===== config.mk =====
export PLATFORM = sky130hd
export DESIGN_NAME = seq_mult_param
export DESIGN_NICKNAME = d
export VERILOG_FILES = /design/src/rtl/seq_mult_param.sv
export SDC_FILE = /design/constraint.sdc
export NUM_CORES = 1
export LEC_CHECK = 0
export CAP_MARGIN = 0
export CORE_MARGIN = 4
export CORE_UTILIZATION = 30
export CTS_CLUSTER_DIAMETER = 50
export DETAILED_ROUTE_END_ITERATION = 12
export PLACE_DENSITY_LB_ADDON = 0.3
export RECOVER_POWER = 50
export SLEW_MARGIN = 30
export SYNTH_ARGS = -nofsm -noshare
export SYNTH_HDL_FRONTEND = slang
export SYNTH_SLANG_ARGS = --single-unit

===== constraint.sdc =====
create_clock -name clk -period 2.8 [get_ports clk]
set_input_delay 0.42 -clock clk [delete_from_list [all_inputs] [get_ports clk]]
set_output_delay 0.42 -clock clk [all_outputs]
set_load 0.03 [all_outputs]

===== src/rtl/seq_mult_param.sv =====
// seq_mult_param: sequential shift-add multiplier, WIDTH x WIDTH -> 2*WIDTH.
// Signed operands are reduced to magnitudes on accept, multiplied unsigned over
// WIDTH cycles with a single WIDTH+1-bit adder, and the sign is re-applied on the
// last iteration. Valid/ready handshake on both the operand and the product side.
module seq_mult_param #(
   parameter int unsigned WIDTH = 4
) (
   input  logic               clk,
   input  logic               rst,
   input  logic               in_valid,
   output logic               in_ready,
   input  logic [WIDTH-1:0]   a,
   input  logic [WIDTH-1:0]   b,
   input  logic               signed_en,
   output logic               out_valid,
   input  logic               out_ready,
   output logic [2*WIDTH-1:0] p,
   output logic               busy
);

   localparam int unsigned CW = (WIDTH > 2) ? $clog2(WIDTH) : 1;

   typedef enum logic [1:0] {
      S_IDLE,
      S_BUSY,
      S_DONE
   } state_t;

   state_t             state_q, state_d;
   logic [WIDTH-1:0]   mcand_q, mcand_d;
   logic [WIDTH-1:0]   mplier_q, mplier_d;
   logic [WIDTH-1:0]   acc_q, acc_d;
   logic               neg_q, neg_d;
   logic [CW-1:0]      cnt_q, cnt_d;
   logic [2*WIDTH-1:0] p_q, p_d;

   logic [WIDTH-1:0]   a_mag, b_mag;
   logic [WIDTH:0]     sum;
   logic [2*WIDTH-1:0] prod;

   // Operand magnitudes; -2^(W-1) maps to 2^(W-1), which still fits W unsigned bits.
   always_comb begin
      a_mag = (signed_en && a[WIDTH-1]) ? ('0 - a) : a;
      b_mag = (signed_en && b[WIDTH-1]) ? ('0 - b) : b;
   end

   // One shift-add step: conditional add into the upper half, then shift
   // {carry, acc, mplier} right by one (the multiplier LSB drops out).
   always_comb begin
      sum  = {1'b0, acc_q} + (mplier_q[0] ? {1'b0, mcand_q} : '0);
      prod = {sum, mplier_q[WIDTH-1:1]};
   end

   // Next-state and datapath update; all registers hold by default.
   always_comb begin
      state_d  = state_q;
      mcand_d  = mcand_q;
      mplier_d = mplier_q;
      acc_d    = acc_q;
      neg_d    = neg_q;
      cnt_d    = cnt_q;
      p_d      = p_q;
      unique case (state_q)
         S_IDLE: begin
            if (in_valid) begin
               mcand_d  = a_mag;
               mplier_d = b_mag;
               neg_d    = signed_en & (a[WIDTH-1] ^ b[WIDTH-1]);
               acc_d    = '0;
               cnt_d    = CW'(WIDTH - 1);
               state_d  = S_BUSY;
            end
         end
         S_BUSY: begin
            acc_d    = prod[2*WIDTH-1:WIDTH];
            mplier_d = prod[WIDTH-1:0];
            cnt_d    = cnt_q - CW'(1);
            if (cnt_q == '0) begin
               p_d     = neg_q ? ('0 - prod) : prod;
               state_d = S_DONE;
            end
         end
         S_DONE: begin
            if (out_ready) begin
               state_d = S_IDLE;
            end
         end
         default: state_d = S_IDLE;
      endcase
   end

   // State and datapath registers, asynchronously cleared.
   always_ff @(posedge clk or posedge rst) begin
      if (rst) begin
         state_q  <= S_IDLE;
         mcand_q  <= '0;
         mplier_q <= '0;
         acc_q    <= '0;
         neg_q    <= 1'b0;
         cnt_q    <= '0;
         p_q      <= '0;
      end else begin
         state_q  <= state_d;
         mcand_q  <= mcand_d;
         mplier_q <= mplier_d;
         acc_q    <= acc_d;
         neg_q    <= neg_d;
         cnt_q    <= cnt_d;
         p_q      <= p_d;
      end
   end

   // Handshake and status outputs decode the state directly.
   always_comb begin
      in_ready  = (state_q == S_IDLE);
      out_valid = (state_q == S_DONE);
      busy      = (state_q == S_BUSY);
      p         = p_q;
   end

endmodule


==> results_dict.tcl <==
set metrics [dict create \
    n_antenna_cell 0 \
    start_util_pct 31.64 \
    drc 0 \
    hold_path.class "register to register" \
    synth_top_family_by_area "simple AND/OR/NAND/NOR gates" \
    num_rows 25 \
    r2r_start "mplier_q[0]" \
    min_to "cnt_q[0]" \
    worstSkewPairLatency_ns 0.27 \
    finalSetupViolCount 0 \
    overflow 0 \
    period_needed_ns 2.424 \
    synthCells 158 \
    synth.area.top_cells "dfrtp_1 41%, ha_1 6.6%, nand2_1 5.7%" \
    worst_slew_pin_slew_ns 1.351 \
    grt_max_degree 26 \
    vias 1151 \
    arrival_ns 2.00 \
    synth.area.mux_share_pct 2.627 \
    ir_worst_vdd_mv 0.3690 \
    worstPathRequired_ns 2.38 \
    io_buffer_count 23 \
    syn2layout_area_growth_pct 21.43 \
    fmax_ghz 0.4126 \
    grt_pass1_vias 1108 \
    fin_ws_ns 0.3763 \
    cts.repair.resized 0 \
    synth_fa_ha_area_share_pct 7.882 \
    cts_buffer_depth 2 \
    gp_congestion 0.7922 \
    dpl_cell_area_mm2 0.001822 \
    synth_compound_area_share_pct 16.67 \
    drv_cap 0 \
    max_stage_delay_ns 0.70 \
    r2r_cells 6 \
    ys_ff_latch 25 \
    instances_no_fill 249 \
    register_area_um2 625.6 \
    synth_area_leader_cell "dfrtp_1" \
    via_per_inst 4.622 \
    cts_tree "built" \
    h-tree-depth 1 \
    cts_buffers 3 \
    r2r_slack_ns 0.61 \
    clockRootBuffer "clkbuf_8" \
    dp_hpwl_um 2351 \
    yosys_warnings 0 \
    drt-total-wl_um 3007 \
    cp_max_fo 10 \
    finalCritPeriodShare_pct 86.56 \
    cpLargestDelayFamily "buffers and inverters" \
    critical_path_buf_inv_count 2 \
    layout_common_cells "25 x dfrtp_1, 23 x nand2_1, 22 x clkdlybuf4s50_1" \
    synth.cell_area_mm2 0.001524 \
    timing.final.hold_violations 0 \
    synth-main-ff-cell "dfrtp_1" \
    synth_xor_area_share_pct 6.650 \
    rsz0062_at_grt "false" \
    cts.sinks 25 \
    wl_per_cell_um 12.08 \
    yosys.area_share.simple_pct 19.62 \
    criticalPathCategory "register to primary output" \
    startpoint_type "register" \
    drive_above_1_share_pct 7.692 \
    dp.cells 245 \
    final_common_cell "dfrtp_1" \
    yosysUniqueCellTypes 40 \
    cts-hold-fix-buffers 0 \
    clk_pin_slew_ns 0.09 \
    ant_nets 0 \
    worstSetupEndpointType "primary output" \
    fin_area_mm2 0.001851 \
    drt_iter0_drc 29 \
    pre_cts_slack_ns 0.6164 \
    synth_top_area_share_pct 41.05 \
    maxSlewHeadroom_pct 9.955 \
    syn_area_per_cell_um2 9.645 \
    core-area_mm2 0.004817 \
    fill_cells 529 \
    synth-edff-count 0 \
    syn-num-nets 180 \
    clock_skew_ns 0.001239 \
    synth-async-reset-ratio_pct 100.0 \
    nets 205 \
    dieArea_mm2 0.006285 \
    crit_path_top_delay_cell "clkdlybuf4s50_1" \
    antenna_found_initial 0 \
    timing.rr.end "p[6]" \
    crit_chain "nand2b_1 -> inv_2 -> clkdlybuf4s50_1" \
    maxSlewViolCount 0 \
    ioPinCount 24 \
    track_usage_pct 10.65 \
    cellLeakagePower_nw 0.8360 \
    drtPass1Iterations 4 \
    die_h_um 79.28 \
    fin_tns_setup_ns 0 \
    ys_seq_area_share_pct 41.05 \
    post-cts-setup-buffers 0 \
    power_density_mw_per_mm2 1110 \
    grt_pass1_wl_um 5209 \
    multi_input_area_um2 802.0 \
    hold_path_depth 1 \
    min_from "cnt_q[0]" \
    outcome "finished, final reports clean" \
    chipWidth_um 79.28 \
]
-- registers in the layout, indices dropped and copies added, names as in the netlist --
name	flops
mplier_q	4
state_q	2
p	8
acc_q	4
cnt_q	2
neg_q	1
mcand_q	4
-- area by class of cell --
class,instances,share of cell area [%]
clock buffer,4,2.434
inverter,14,2.840
multi-input combinational,114,43.34
sequential,25,33.81
tap,67,4.530
timing repair buffer,25,13.05
-- routing by layer --
layer  GRT usage [%]  part of all wire, %  vias up  wire (um)
met4           5.670                  2.4        0         73
li1                -                    -      593          -
met3           1.927                  4.5        5        136
met1           14.18                   49      529       1461
met5               0                    0        -          0
met2           16.33                   44       24       1335
-- through the flow --
stage | util (%) | total power [mW] | hold slack, ns
floorplan | - | 1.567 | 0.4377
global placement | 37.82 | 1.864 | 0.4545
detailed placement | 37.82 | 1.885 | 0.4607
CTS | 38.75 | 2.111 | 0.4722
global route | 38.42 | 2.247 | 0.5120
finish | 38.42 | 2.055 | 0.4674
-- worst max path at each step --
stage	depth (start not counted)	startpoint	endpoint
floorplan	6	mplier_q[0]	p[6]
global placement	6	mplier_q[0]	p[6]
detailed placement	6	mplier_q[0]	p[6]
CTS	3	state_q[0]	busy
global route	3	state_q[1]	busy
finish	3	state_q[1]	busy
-- where the power goes --
group / total, mW / switching [mW] / leakage, nW / internal, mW
combinational: 1.18 / 0.683 / 0.497 / 0.499
sequential: 0.652 / 0.132 / 0.316 / 0.521
clock: 0.221 / 0.119 / 0.0228 / 0.102
-- synth_stat cells (all sizes together), types with 5 or more instances --
master	instances
inv	14
buf	5
a21oi	5
o21ai	18
ha	8
nand3	7
nor2	8
xnor2	5
nand2	24
and2	5
dfrtp	25
-- cells by family (layout without fill, tap and decap cells) --
| kind of cell | count (synthesis) | after routing |
|---|---|---|
| AO/OA/AOI/OAI | 36 | 36 |
| XOR/XNOR | 10 | 10 |
| adder cells (fa/ha/maj) | 9 | 9 |
| buffers and inverters | 19 | 43 |
| flip-flops | 25 | 25 |
| multiplexers | 4 | 4 |
| AND/OR/NAND/NOR | 55 | 55 |
Note: power is estimated with default switching activity, not from simulation.
